[config.mk]
export PLATFORM = sky130hd
export DESIGN_NAME = fcmp_pipe
export DESIGN_NICKNAME = d
export VERILOG_FILES = /design/src/rtl/fcmp_pipe.sv
export SDC_FILE = /design/constraint.sdc
export NUM_CORES = 1
export LEC_CHECK = 0
export ABC_AREA = 0
export BUFFER_PORTS_ARGS = -buffer_cell sky130_fd_sc_hd__buf_2
export CORE_MARGIN = 2
export CORE_UTILIZATION = 40
export CTS_BUF_LIST = sky130_fd_sc_hd__clkbuf_8
export DETAILED_ROUTE_END_ITERATION = 12
export RECOVER_POWER = 25
export SLEW_MARGIN = 20
export SYNTH_ARGS = -nofsm -noshare
export SYNTH_HDL_FRONTEND = slang
export SYNTH_SLANG_ARGS = --single-unit
[constraint.sdc]
create_clock -name clk -period 7 [get_ports clk]
set_input_delay 0.7 -clock clk [delete_from_list [all_inputs] [get_ports clk]]
set_output_delay 0.7 -clock clk [all_outputs]
set_load 0.005 [all_outputs]
[src/rtl/fcmp_pipe.sv]
// fcmp_pipe: two-stage IEEE-754 single-precision compare / min / max pipeline.
// Stage 1 registers the operands together with their classification (NaN, zero,
// ordering); stage 2 registers the selected result and the per-beat exception.
//
// Handshake: a beat moves on the input side when in_valid && in_ready and on
// the output side when out_valid && out_ready. out_valid, y and exception hold
// steady while out_valid && !out_ready; stage 1 advances only into an empty or
// draining stage 2, and in_ready is low only when both stages are full and the
// consumer is stalling (and throughout reset).
module fcmp_pipe (
    input  logic        clk,
    input  logic        rst,
    input  logic        in_valid,
    output logic        in_ready,
    input  logic [31:0] x1,
    input  logic [31:0] x2,
    input  logic [2:0]  op,
    output logic        out_valid,
    input  logic        out_ready,
    output logic [31:0] y,
    output logic        exception,
    output logic        exc_sticky,
    input  logic        exc_clr
);

    localparam logic [2:0] OP_FLE  = 3'b000;
    localparam logic [2:0] OP_FLT  = 3'b001;
    localparam logic [2:0] OP_FEQ  = 3'b010;
    localparam logic [2:0] OP_FMIN = 3'b011;
    localparam logic [2:0] OP_FMAX = 3'b100;

    localparam logic [31:0] CANON_NAN = 32'h7FC0_0000;

    // Stage 1 registers
    logic        s1_valid_q, s1_valid_d;
    logic [2:0]  s1_op_q, s1_op_d;
    logic [31:0] s1_a_q, s1_a_d;
    logic [31:0] s1_b_q, s1_b_d;
    logic        s1_a_nan_q, s1_a_nan_d;
    logic        s1_b_nan_q, s1_b_nan_d;
    logic        s1_lt_q, s1_lt_d;
    logic        s1_eq_q, s1_eq_d;
    logic        s1_zz_q, s1_zz_d;

    // Stage 2 registers
    logic        s2_valid_q, s2_valid_d;
    logic [31:0] y_q, y_d;
    logic        exc_q, exc_d;
    logic        sticky_q, sticky_d;

    // Handshake and classification nets
    logic        s2_free;
    logic        s1_adv;
    logic        in_fire;
    logic        out_fire;
    logic        a_nan, b_nan, both_zero, mag_lt, mag_eq, ord_lt, ord_eq;
    logic [31:0] res_y;
    logic        res_exc;

    // Flow control: stage 2 can take a beat when empty or when its beat leaves
    always_comb begin
        s2_free  = !s2_valid_q || out_ready;
        s1_adv   = s1_valid_q && s2_free;
        in_ready = !rst && (!s1_valid_q || s2_free);
        in_fire  = in_valid && in_ready;
        out_fire = s2_valid_q && out_ready;
    end

    // Classify the incoming operands: NaN detection and total ordering
    always_comb begin
        a_nan     = (x1[30:23] == 8'hFF) && (x1[22:0] != 23'd0);
        b_nan     = (x2[30:23] == 8'hFF) && (x2[22:0] != 23'd0);
        both_zero = (x1[30:0] == 31'd0) && (x2[30:0] == 31'd0);
        mag_lt    = x1[30:0] < x2[30:0];
        mag_eq    = x1[30:0] == x2[30:0];
        ord_eq    = both_zero || (x1 == x2);
        ord_lt    = 1'b0;
        if (both_zero) begin
            ord_lt = 1'b0;
        end else if (x1[31] != x2[31]) begin
            // differing signs: the negative operand is the smaller one
            ord_lt = x1[31];
        end else if (!x1[31]) begin
            ord_lt = mag_lt;
        end else begin
            // both negative: larger magnitude is the smaller value
            ord_lt = !mag_lt && !mag_eq;
        end
    end

    // Stage 1 next state: load on input transfer, empty when handed to stage 2
    always_comb begin
        s1_valid_d = s1_valid_q;
        s1_op_d    = s1_op_q;
        s1_a_d     = s1_a_q;
        s1_b_d     = s1_b_q;
        s1_a_nan_d = s1_a_nan_q;
        s1_b_nan_d = s1_b_nan_q;
        s1_lt_d    = s1_lt_q;
        s1_eq_d    = s1_eq_q;
        s1_zz_d    = s1_zz_q;
        if (in_fire) begin
            s1_valid_d = 1'b1;
            s1_op_d    = op;
            s1_a_d     = x1;
            s1_b_d     = x2;
            s1_a_nan_d = a_nan;
            s1_b_nan_d = b_nan;
            s1_lt_d    = ord_lt;
            s1_eq_d    = ord_eq;
            s1_zz_d    = both_zero;
        end else if (s1_adv) begin
            s1_valid_d = 1'b0;
        end
    end

    // Result selection from the stage 1 classification
    always_comb begin
        res_y   = 32'd0;
        res_exc = s1_a_nan_q || s1_b_nan_q;
        case (s1_op_q)
            OP_FLE: res_y = {31'd0, !res_exc && (s1_lt_q || s1_eq_q)};
            OP_FLT: res_y = {31'd0, !res_exc && s1_lt_q};
            OP_FEQ: res_y = {31'd0, !res_exc && s1_eq_q};
            OP_FMIN, OP_FMAX: begin
                if (s1_a_nan_q && s1_b_nan_q) begin
                    res_y = CANON_NAN;
                end else if (s1_a_nan_q) begin
                    res_y = s1_b_q;
                end else if (s1_b_nan_q) begin
                    res_y = s1_a_q;
                end else if (s1_zz_q) begin
                    // signed zeros: -0 is the minimum, +0 the maximum
                    if (s1_op_q == OP_FMIN) begin
                        res_y = {s1_a_q[31] | s1_b_q[31], 31'd0};
                    end else begin
                        res_y = {s1_a_q[31] & s1_b_q[31], 31'd0};
                    end
                end else if (s1_eq_q) begin
                    res_y = s1_a_q;
                end else if (s1_op_q == OP_FMIN) begin
                    res_y = s1_lt_q ? s1_a_q : s1_b_q;
                end else begin
                    res_y = s1_lt_q ? s1_b_q : s1_a_q;
                end
            end
            default: begin
                res_y   = 32'd0;
                res_exc = 1'b1;
            end
        endcase
    end

    // Stage 2 next state: capture on advance, hold while stalled
    always_comb begin
        s2_valid_d = s2_valid_q;
        y_d        = y_q;
        exc_d      = exc_q;
        if (s1_adv) begin
            s2_valid_d = 1'b1;
            y_d        = res_y;
            exc_d      = res_exc;
        end else if (out_fire) begin
            s2_valid_d = 1'b0;
        end
    end

    // Sticky exception: a transferred exception beat beats a same-cycle clear
    always_comb begin
        sticky_d = sticky_q;
        if (out_fire && exc_q) begin
            sticky_d = 1'b1;
        end else if (exc_clr) begin
            sticky_d = 1'b0;
        end
    end

    // Pipeline state registers with asynchronous reset
    always_ff @(posedge clk or posedge rst) begin
        if (rst) begin
            s1_valid_q <= 1'b0;
            s1_op_q    <= 3'd0;
            s1_a_q     <= 32'd0;
            s1_b_q     <= 32'd0;
            s1_a_nan_q <= 1'b0;
            s1_b_nan_q <= 1'b0;
            s1_lt_q    <= 1'b0;
            s1_eq_q    <= 1'b0;
            s1_zz_q    <= 1'b0;
            s2_valid_q <= 1'b0;
            y_q        <= 32'd0;
            exc_q      <= 1'b0;
            sticky_q   <= 1'b0;
        end else begin
            s1_valid_q <= s1_valid_d;
            s1_op_q    <= s1_op_d;
            s1_a_q     <= s1_a_d;
            s1_b_q     <= s1_b_d;
            s1_a_nan_q <= s1_a_nan_d;
            s1_b_nan_q <= s1_b_nan_d;
            s1_lt_q    <= s1_lt_d;
            s1_eq_q    <= s1_eq_d;
            s1_zz_q    <= s1_zz_d;
            s2_valid_q <= s2_valid_d;
            y_q        <= y_d;
            exc_q      <= exc_d;
            sticky_q   <= sticky_d;
        end
    end

    // Output drive
    always_comb begin
        out_valid  = s2_valid_q;
        y          = y_q;
        exception  = exc_q;
        exc_sticky = sticky_q;
    end

endmodule
# ---- After elaboration in Yosys (flattened, before gate mapping)
# Cells that the tools add are included.
dict set report op_classes {
  div 0
  n_mux 20
  n_addsub 0
  magnitude_cmp 1
  mul 0
  n_shift 0
  eq_ne 9
  n_bitwise 2
  reduce_logical 34
}
# operator count
set ops {}
lappend ops {{$mux 32} 9}
lappend ops {{$pmux 32 s4} 1}
lappend ops {{$logic_not 31->1} 2}
lappend ops {{$reduce_bool 23->1} 2}
lappend ops {{$eq 32x32->1} 1}
lappend ops {{$eq 31x31->1} 1}
lappend ops {{$lt 31x31->1} 1}
lappend ops {{$eq 8x8->1 const B} 2}
lappend ops {{$logic_and 1x1->1} 13}
lappend ops {{$mux 1} 10}
lappend ops {{$eq 3x2->1 const B} 2}
lappend ops {{$logic_not 1->1} 6}
lappend ops {{$reduce_bool 2->1} 3}
lappend ops {{$logic_or 1x1->1} 5}
lappend ops {{$reduce_or 5->1} 1}
lappend ops {{$eq 3x1->1 const B} 1}
lappend ops {{$eq 3x3->1 const B} 1}
lappend ops {{$logic_not 3->1} 1}
lappend ops {{$reduce_or 2->1} 1}
lappend ops {{$and 1x1->1} 1}
lappend ops {{$ne 1x1->1} 1}
lappend ops {{$or 1x1->1} 1}
dict set report word_totals {
  romBits 0
  wordCells 79
  register_bits 108
  latchBits 0
  in_bits 72
  mem_bits_rw 0
  n_memories 0
}

# ---- Depth between registers and ports, before layout
# Gate-level depths: netlist (run 1).
dict set report depth {
  depth_word 8
  depth_mapped 8
}

# ---- Worst setup path before layout (run 1)
# No wires, ideal clock.
dict set report synth_timing {
  path_type {input port to flip-flop}
  start {in x2[14]}
  end {reg s1_lt_q}
  t_arrival_ns 2.136
  setup_ns 0.096
  path_stages 8
  path_slack_ns 4.769
  path_buffers 0
  required_ns 6.904
  path_cell_list {inv_1 -> ha_1 -> and3_4 -> a221o_1 -> a31oi_1 -> a21boi_2 -> o21a_1 -> a311oi_2}
}
dict set report synth_via {
  elab_chain_len 6
  elab_cells_between_ends 10
}
# element line
set synth_lines {}
lappend synth_lines {{start, declared} 16} ;# input logic [31:0] x2,
lappend synth_lines {{$lt 31x31->1 or $eq 31x31->1 (tied branches)} {74, 75}}
lappend synth_lines {{$logic_not 1->1} 87} ;# ord_lt = !mag_lt && !mag_eq;
lappend synth_lines {{$logic_and 1x1->1} 87}
lappend synth_lines {{$mux 1} 83} ;# end else if (!x1[31]) begin
lappend synth_lines {{$mux 1} 80} ;# end else if (x1[31] != x2[31]) begin
lappend synth_lines {{$mux 1 *} 78} ;# if (both_zero) begin
lappend synth_lines {{end signal, assigned} 201} ;# s1_lt_q <= s1_lt_d;
lappend synth_lines {{end, declared} 41} ;# logic s1_lt_q, s1_lt_d;
# Mark *: on every way between the ends. The rest lies on a longest branch, timed or not.
# A chain may end at the register's enable or synchronous reset.

==> key figures, run 1 <==
Clock tree
  • Postcts setup bufs: 0
  • Clock-pin slew on the worst setup and hold paths: approximately 110 ps
  • Depth of the CTS H-tree: 3
  • CTS root buffer: clkbuf_8
  • TritonCTS clock tree: built
  • Cts bufs inserted: 9
  • CTS max path bufs: 2
  • Cts repair resizes: 0
  • Hold buffer count at cts: 0
  • Skew-Pair Late Insertion Delay: 390 ps
  • CTS Sinks: approximately 110

Detailed routing
  • Avg WL per Cell: 17.40 um
  • Pre-Repair DR Iteration Count: 4
  • Residual DRC: 0
  • Post-DRT Antenna Nets: 0
  • Vias per cell: about 5.5
  • Detailed Route Iter0 Violations: 313
  • Final wirelength: 14590 um
  • Total number of vias: 4611

Placed design
  • Gp weighted congestion: 0.9245
  • Port Buffers: ~110
  • DP HPWL: 10410 um

Global routing
  • Gr ovfl total: 0
  • Global-route wire length before repair: 23160 um
  • Vias in the first global route: 4468
  • Initial antenna violation count: 0
  • Aggregate global-route resource usage: 20.20%
  • Maximum number of pins on one net before global-route repair: 72

Critical path
  • Critical path cell sequence: clkbuf_1 -> clkinvlp_2 -> buf_4
  • Worst EP required: between 7000 and 8000 ps
  • Crit start category: input port
  • CP arrival: 2790 ps
  • CP max stage delay: ~1100 ps
  • Crit end category: asynchronous set/reset pin
  • Critical path peak fanout: 67
  • CP max-delay cell: clkinvlp_2
  • Worst setup path class: in -> async

Layout
  • Fill count: 1324
  • Post-synthesis to final-layout area growth: 15.78%
  • Nets@finish: about 760
  • Share of layout cells above drive strength 1: 24.81%

Floorplan
  • I/O pins: ~110
  • Starting Density: 40.57%
  • Die Ht: 122.0 um
  • Die width: 122.0 um
  • Core area: around 14000 um^2
  • Die ar.: 14870 um^2
  • Rows: 43

Status
  • Status: finished with violations
  • Failing checks: max-capacitance violations, max-slew violations

Timing
  • Hold Vio Cnt, Final: 0
  • Unrepaired setup endpoints after global routing: no
  • Layout Skew: around 15 ps
  • Fin crit period: 2364 ps
  • Worst Tran Pin Value: 1896 ps
  • Max Fclk: 0.4230 GHz
  • Setup TNS: 0 ps
  • Period Utilization, post-route: between 30% and 40%
  • Finish-stage setup viols: 0
  • Max-slew violations: 43
  • Max_slew headroom: -27.07%

Power and ir drop
  • Sequential share of power: approximately 51%
  • Final Power: 1.548 mW
  • Leak Pwr: 3.035 nW
  • Internal power: 1.052 mW
  • Sw Pwr: 0.4958 mW
  • Clock Power Share: approximately 27%
  • Sw frac: 32.03%
  • Maximum vdd drop: 0.1365 mV
  • Pwr dens: 240.2 nW/um^2
  • Logic pwr share: 22.2%

Synth
  • Mux share of post-synthesis cell area: ~6.7%
  • Largest family of logic cells by synthesized area: compound AO/OA/AOI/OAI gates
  • Avg Inst Size Synth: approximately 10 um^2
  • Synth async-reset ratio: 100.0%
  • Post-synthesis sequential area ratio: around half
  • Syn Inst Count: about 560
  • Warnings from Yosys: 0
  • Library cells used by synthesis: around 50
  • Syn nets: 660
  • Area fraction in compound gates after synthesis: 19.54%
  • Post-Synth Adder-Cell Area: 6.969%
  • EDFF count, synth: 0
  • Post-synthesis simple-gate area fraction: 12.34%
  • Post-Syn Area: 5565 um^2
  • Post-Synth XOR/XNOR Area: less than 1%
  • Yosys reg bits: 108
  • Synth Flop Type: dfrtp_1

Flow run
  • Max Cap Viol: 1

Min path
  • Type of the worst min-delay path: reg -> reg
[critical path, delay by kind of cell]
kind,cells,cell delay [ps]
buffers and inverters,3,2020
[cells by family (layout without fill, tap and decap cells)]
kind of cell / Yosys count / after routing
adder cells (fa/ha/maj): 31 / 31
buffers and inverters: 66 / 166
multiplexers: 33 / 33
XOR/XNOR: 3 / 3
AND/OR/NAND/NOR: 142 / 142
other: 0 / 1
AO/OA/AOI/OAI: 174 / 174
flip-flops: 108 / 108
[synthesized netlist by cell type (all sizes together), types with 2 or more instances]
cell type  number  share of area (%)
a21o            2               0.27
a21oi          33                3.0
a22o           10                1.6
a22oi          30                4.0
a311oi          2               0.54
a31oi           2               0.22
and3            2               0.31
buf            17                1.7
clkbuf         10               0.67
dfrtp         108                 49
ha             31                7.0
inv            39                2.6
mux2           33                6.7
nand2          80                5.4
nand2b          4               0.45
nand3           5               0.45
nand3b          2               0.27
nand4           9                1.0
nor2           12               0.81
nor3            4               0.56
nor4           17                2.0
o211ai          2               0.27
o21a            2               0.27
o21ai          75                6.7
o22ai           5               0.56
o31a            4               0.63
or4             2               0.27
xnor2           2               0.79
[power groups by stage]
stage,registers (mW),clock network (mW),logic [mW]
finish,0.787,0.417,0.344
global route,0.799,0.454,0.388
CTS,0.785,0.428,0.348
detailed placement,0.798,0,0.346
global placement,0.794,0,0.339
floorplan,0.780,0,0.229
[registers in the layout, summed over array words and instances, names as in the netlist]
signal      flops
exc_sticky      1
exception       1
out_valid       1
s1_a_nan_q      1
s1_a_q         32
s1_b_nan_q      1
s1_b_q         32
s1_eq_q         1
s1_lt_q         1
s1_op_q         3
s1_valid_q      1
s1_zz_q         1
y              32
[stage by stage]
stage	worst slack (ps)	instance area, um^2	std cells	utilization (%)	hold slack (ps)
after floorplan	3454	5565	557	-	449.7
after global placement	4472	6232	821	45.43	463.4
after detailed placement	4402	6232	821	45.43	472.1
after CTS	4371	6447	837	47.00	366.4
after global routing	4237	6441	837	46.95	509.7
final	4636	6444	838	46.97	495.0
[final cells by class]
cell class	instances	area, um^2	share of cell area, %
Timing Repair Buffer	111	555.5	8.621
Antenna cell	1	2.502	0.03883
Inverter	39	147.6	2.291
Clock buffer	10	137.6	2.136
Sequential cell	108	2703	41.94
Tap cell	180	225.2	3.495
Multi-Input combinational cell	383	2595	40.27
Clock inverter	6	77.57	1.204
[final timing paths]
path	startpoint	end	slack, ps	cells past startpoint
max	rst	s1_b_q[0]	4640	3
min	s1_b_q[10]	s1_b_q[10]	490	2
max reg2reg	s1_op_q[2]	y[31]	4740	6
min reg2reg	s1_b_q[10]	s1_b_q[10]	490	2
max in group clk	s1_op_q[2]	y[31]	4740	6
min in group asynchronous	rst	s1_valid_q	780	2
[cell usage in the layout (no fill, tap or decap), types with 5 or more instances in the layout]
master,instances
a21oi_1,32
a22o_1,10
a22oi_1,30
buf_2,99
clkbuf_1,8
clkbuf_8,10
dfrtp_1,108
ha_1,31
inv_1,38
mux2_1,7
mux2_2,26
nand2_1,79
nand4_1,9
nor2_1,12
nor4_1,16
o21ai_0,46
o21ai_1,29
o22ai_1,5
[routing by layer]
layer / wire (um) / track usage, %
met5: 0 / 0
met4: 208 / 7.759
met3: 652 / 2.856
met2: 6802 / 30.94
met1: 6921 / 29.11
No activity file was read; power rests on OpenSTA's default activity.
==> run 2, diff against run 1 <==
clock period = 1.9 ns   (was 7 ns; I/O delays follow)
==> key figures, run 2 (synthesized netlist as in run 1, its figures left out) <==
Placed design
  • Gp weighted congestion: roughly 1.0
  • DP HPWL: about 11000 um
  • Port Buffers: 107
  • Area after DPL: 6551 um^2

Floorplan
  • Starting Density: 40.57%
  • Core area: 13720 um^2
  • Die width: 122.0 um
  • Die ar.: 14870 um^2
  • Rows: 43
  • Die Ht: 122.0 um
  • I/O pins: 108

Status
  • Status: finished, final reports clean

Power and ir drop
  • Maximum vdd drop: 0.3816 mV
  • Leak Pwr: 3.289 nW
  • Pwr dens: between 800 and 900 nW/um^2
  • Final Power: 5.773 mW

Critical path
  • R2R depth: 7
  • Critical R2R Launch: s1_op_q[2]
  • Worst path most repeated cell: buf_4
  • Buffers & Inverters on Critical Path: 2
  • Worst setup path class: reg -> reg
  • CP arrival: roughly 2100 ps
  • Critical path cell sequence: nand3b_1 -> xnor2_2 -> buf_4 -> a21oi_2 -> buf_4 -> a22oi_1 -> o21ai_1
  • CP max stage delay: between 400 and 500 ps
  • Critical path peak fanout: 10
  • Worst reg2reg endpoint: y[2]
  • Reg-to-reg slack, setup: 80 ps
  • Crit end category: register
  • Crit start category: register
  • Delay-heaviest family, CP: flip-flops
  • Worst EP required: 2180 ps
  • CP max-delay cell: dfrtp_1

Timing
  • Layout Skew: 12.59 ps
  • Period Utilization, post-route: 96.00%
  • Max-slew violations: 0
  • Finish-stage setup viols: 0
  • Max Fclk: around 0.55 GHz
  • Unrepaired setup endpoints after global routing: yes
  • Setup TNS: 0 ps
  • Worst Tran Pin Value: 915.9 ps
  • Hold Vio Cnt, Final: 0
  • Max_slew headroom: 38.94%
  • Fin crit period: about 1800 ps

Clock tree
  • CTS max path bufs: 2
  • Depth of the CTS H-tree: 3
  • Skew-Pair Late Insertion Delay: between 300 and 400 ps
  • Cts bufs inserted: 9
  • CTS root buffer: clkbuf_8
  • CTS Sinks: 108
  • Clock-pin slew on the worst setup and hold paths: 110 ps
  • TritonCTS clock tree: built

Layout
  • Nets@finish: between 700 and 800
  • Most frequent cells in the layout: 108 x dfrtp_1, 106 x buf_2, 79 x nand2_1, 46 x o21ai_0, 41 x buf_4
  • Design Area, Final: a little under 7000 um^2
  • Post-synthesis to final-layout area growth: 22.44%
  • Most common cell after layout, fill and taps aside: dfrtp_1
  • Share of layout cells above drive strength 1: 30.39%
  • N_diodes: 0

Detailed routing
  • Pre-Repair DR Iteration Count: 5
  • Residual DRC: 0
  • Detailed Route Iter0 Violations: roughly 300
  • Avg WL per Cell: 17.03 um
  • Vias per cell: 5.379
  • Final wirelength: 15000 um
  • Total number of vias: 4739
  • Post-DRT Antenna Nets: 0

Global routing
  • Maximum number of pins on one net before global-route repair: slightly below 70
  • Aggregate global-route resource usage: roughly a fifth
  • Initial antenna violation count: 0
  • Gr ovfl total: 0
  • Vias in the first global route: 4774
  • Global-route wire length before repair: approximately 25000 um

Min path
  • WHS Path Cells: 3
  • Hold path startpoint: op[1]
  • Type of the worst min-delay path: in -> reg
  • Hold Path End: s1_op_q[1]

Flow run
  • Max Cap Viol: 0
-- run 2: changes by cell type in the layout (fill, tap and decap cells not counted), sizes merged --
cell,change
inv,-1
diode,-1
dlygate4sd3,+3
buf,+47
clkinvlp,-1
clkbuf,-6
clkinv,+2
-- run 2: what timing repair did --
item                                    CTS  global route
hold buffers                              3             0
buffers inserted                          0             2
endpoints found under the setup margin    0            12
endpoints found under the hold margin   102             0
resized for setup                         0             6
-- run 2: worst reg2reg max path, stage by stage, from the launching register on --
cell	delay [ps]
dfrtp_1	450
nand3b_1	260
xnor2_2	280
buf_4	160
a21oi_2	70
buf_4	200
a22oi_1	210
o21ai_1	90
-- run 2: stage by stage --
stage	utilization (%)	hold WS (ps)	std cells	setup slack, ps
detailed placement	47.75	350.9	860	-108.8
floorplan	-	294.6	557	178.8
CTS	49.48	4.337	879	62.18
global placement	47.75	346.0	860	-55.99
finish	49.67	18.11	881	75.91
global route	49.67	12.13	881	-15.86
-- run 2: routing by layer --
metal  vias to the layer above  global-route usage [%]  share of wire (%)
met5                         -                       0                  0
met4                         0                   8.477                2.3
met3                        24                   3.277                4.1
met2                       111                   33.73                 48
met1                      2312                   29.54                 45
li1                       2292                       -                  -
-- run 2: how the worst max path moves through the flow --
stage,depth (start not counted),slack (ps),to,startpoint
6_report,7,80,y[2],s1_op_q[2]
5_1_grt,6,-20,y[26],s1_op_q[2]
2_1_floorplan,8,180,s1_lt_q,x2[14]
3_5_place_dp,9,-110,s1_lt_q,x2[14]
3_3_place_gp,9,-60,s1_lt_q,x2[14]
4_1_cts,6,60,y[27],s1_op_q[2]
-- run 2: cell type report --
type / count / area [um^2]
multi-input combinational: 383 / 2606
clock inverter: 6 / 70.07
tap: 180 / 225.2
inverter: 39 / 150.1
clock buffer: 10 / 137.6
sequential: 108 / 2703
timing repair buffer: 155 / 922.1
fill: 1292 / 6905
-- run 2: power by group --
part	internal [mW]	total [mW]	leakage, nW	switching [mW]
clock	0.658	1.48	0.107	0.824
sequential	2.64	2.89	1.36	0.245
combinational	0.658	1.40	1.82	0.745
==> run 3, diff against run 2 <==
--- a/config.mk
+++ b/config.mk
@@ -11,4 +11,5 @@
 export CORE_UTILIZATION = 40
 export CTS_BUF_LIST = sky130_fd_sc_hd__clkbuf_8
+export CTS_CLUSTER_SIZE = 10
 export DETAILED_ROUTE_END_ITERATION = 12
 export RECOVER_POWER = 25
==> constraint.sdc (replaced) <==
create_clock -name clk -period 1.9 [get_ports clk]
set_input_delay 0.095 -clock clk [delete_from_list [all_inputs] [get_ports clk]]
set_output_delay 0.095 -clock clk [all_outputs]
set_load 0.005 [all_outputs]
==> key figures, run 3 (synthesized netlist as in run 1, its figures left out) <==
Layout
  • Most common cell after layout, fill and taps aside: dfrtp_1
  • Reg area: 2704 um^2
  • Nets@finish: 820
  • N_diodes: 0
  • Fill count: between 1000 and 1500
  • Share of layout cells above drive strength 1: 26.32%
  • Final Util: 52.05%
  • Multi-input gate area: 2621 um^2
  • Most frequent cells in the layout: 107 x dfrtp_1, 102 x buf_2, 78 x nand2_1, 45 x o21ai_0, 45 x dlygate4sd3_1
  • Post-synthesis to final-layout area growth: 28.30%

Timing
  • Worst hold margin: roughly 13 ps
  • Max_slew headroom: a little over a fifth
  • Finish-stage setup viols: 0
  • Period Utilization, post-route: just under 100%
  • Hold Vio Cnt, Final: 0
  • Fin crit period: about 1900 ps
  • Final WS setup: 42.15 ps
  • Layout Skew: 18.44 ps
  • Max-slew violations: 0
  • Max Fclk: 0.5383 GHz
  • Worst Tran Pin Value: about 1200 ps
  • Unrepaired setup endpoints after global routing: yes

Flow run
  • Max Cap Viol: 0

Floorplan
  • Starting Density: 40.57%
  • Die Ht: 122.0 um
  • Core area: about 14000 um^2
  • Die ar.: 14870 um^2
  • I/O pins: 108
  • Die width: roughly 120 um
  • Rows: 43

Critical path
  • Crit end category: register
  • CP max-delay cell: dfrtp_2
  • Worst EP required: 2200 ps
  • CP arrival: 2150 ps
  • Worst setup path class: reg -> reg
  • Critical path cell sequence: nand3b_1 -> xnor2_2 -> buf_4 -> nand2b_4 -> a22oi_1 -> o22ai_1 -> a22o_1
  • R2R depth: 7
  • CP max stage delay: approximately 450 ps
  • Worst path depth: 7
  • Crit start category: register
  • Buffers & Inverters on Critical Path: 1
  • Delay-heaviest family, CP: compound AO/OA/AOI/OAI gates
  • Critical path peak fanout: 9

Clock tree
  • Skew-Pair Late Insertion Delay: 390 ps
  • Clock-pin slew on the worst setup and hold paths: 110 ps
  • Depth of the CTS H-tree: 3
  • CTS root buffer: clkbuf_8
  • CTS Sinks: approximately 110
  • TritonCTS clock tree: built
  • Cts bufs inserted: 9
  • CTS max path bufs: 2

Placed design
  • Port Buffers: around 110
  • Worst slack at placement: -4.477 ps
  • Gp weighted congestion: a little over 0.9
  • DP HPWL: between 10000 and 15000 um

Status
  • Status: finished, final reports clean

Detailed routing
  • Vias per cell: 5.418
  • Detailed Route Iter0 Violations: 239
  • Avg WL per Cell: 17.37 um
  • Residual DRC: 0
  • Post-DRT Antenna Nets: 0
  • Total number of vias: 4887
  • Final wirelength: 15670 um
  • Pre-Repair DR Iteration Count: 5

Global routing
  • Initial antenna violation count: 0
  • Maximum number of pins on one net before global-route repair: 44
  • Global-route wire length before repair: between 20000 and 30000 um
  • Vias in the first global route: 4970
  • Gr ovfl total: 0
  • Aggregate global-route resource usage: 22.10%

Min path
  • Type of the worst min-delay path: in -> reg
  • WHS Path Cells: 3

Power and ir drop
  • Sw Pwr: between 1.5 and 2 mW
  • Logic pwr share: 24.6%
  • Clock Power Share: roughly a quarter
  • Maximum vdd drop: 0.3770 mV
  • Leak Pwr: 3.389 nW
  • Sw frac: a little under a third
  • Internal power: 4.119 mW
  • Pwr dens: 833.3 nW/um^2
  • Sequential share of power: 48.7%
## run 3: changes by cell type in the layout (fill, tap and decap cells not counted), moves of 2 or more
cell | previous run | this run
a22oi_1 | 30 | 28
buf_2 | 106 | 102
buf_6 | 2 | 0
nand2_2 | 0 | 2
a22oi_2 | 0 | 2
buf_4 | 41 | 20
clkbuf_1 | 1 | 4
dlygate4sd3_1 | 3 | 45
buf_12 | 1 | 4
## run 3: final timing paths
check | from | endpoint | slack [ps]
min in group asynchronous | rst | out_valid | 480
hold reg to reg | y[1] | y[1] | 490
setup / recovery | s1_op_q[2] | y[23] | 40
max in group asynchronous | rst | s1_a_q[20] | 660
hold / removal | x2[11] | s1_b_q[11] | 10
setup reg to reg | s1_op_q[2] | y[23] | 40
## run 3: power by group through the flow
stage | Combinational (mW) | Clock (mW) | Sequential, mW
2_1_floorplan | 0.846 | 0 | 2.87
3_3_place_gp | 1.33 | 0 | 2.92
3_5_place_dp | 1.36 | 0 | 2.94
4_1_cts | 1.44 | 1.63 | 2.89
5_1_grt | 1.64 | 1.72 | 2.94
6_report | 1.46 | 1.59 | 2.90
## run 3: final cells by class
class,count,area share (%)
multi-input cells,383,36.71
clock buffers,10,1.927
inverters,39,2.068
repair buffers,176,17.07
clock inverters,6,1.209
well taps,180,3.154
flip-flops and latches,108,37.87
## run 3: worst min-delay path, stage by stage
cell     delay (ps)
buf_2           110
inv_1            70
o21ai_0          90
## run 3: through the flow
step	cell area [um^2]	instances	total power [mW]	TNS, ps
after floorplan	5569	557	3.719	0
after global routing	7141	902	6.302	-43.82
after global placement	6411	838	4.245	0
after CTS	7096	900	5.955	0
after detailed placement	6411	838	4.295	-4.477
final	7141	902	5.950	0
## run 3: layer usage
layer  routed length, um  part of all wire, %  vias to the layer above  GRT usage, %
met3                 637                  4.1                       29         3.652
met4                 413                  2.6                        0         9.698
met2                7545                   48                      134         35.41
met5                   0                    0                        -             0
li1                    -                    -                     2330             -
met1                7072                   45                     2394         29.61
## run 3: what timing repair did
item / 4_1_cts / 5_1_grt
setup buffers: 0 / 3
endpoints found under the setup margin: 0 / 14
hold buffers: 46 / 0
hold endpoints to repair: 66 / 0
resized for setup: 0 / 10
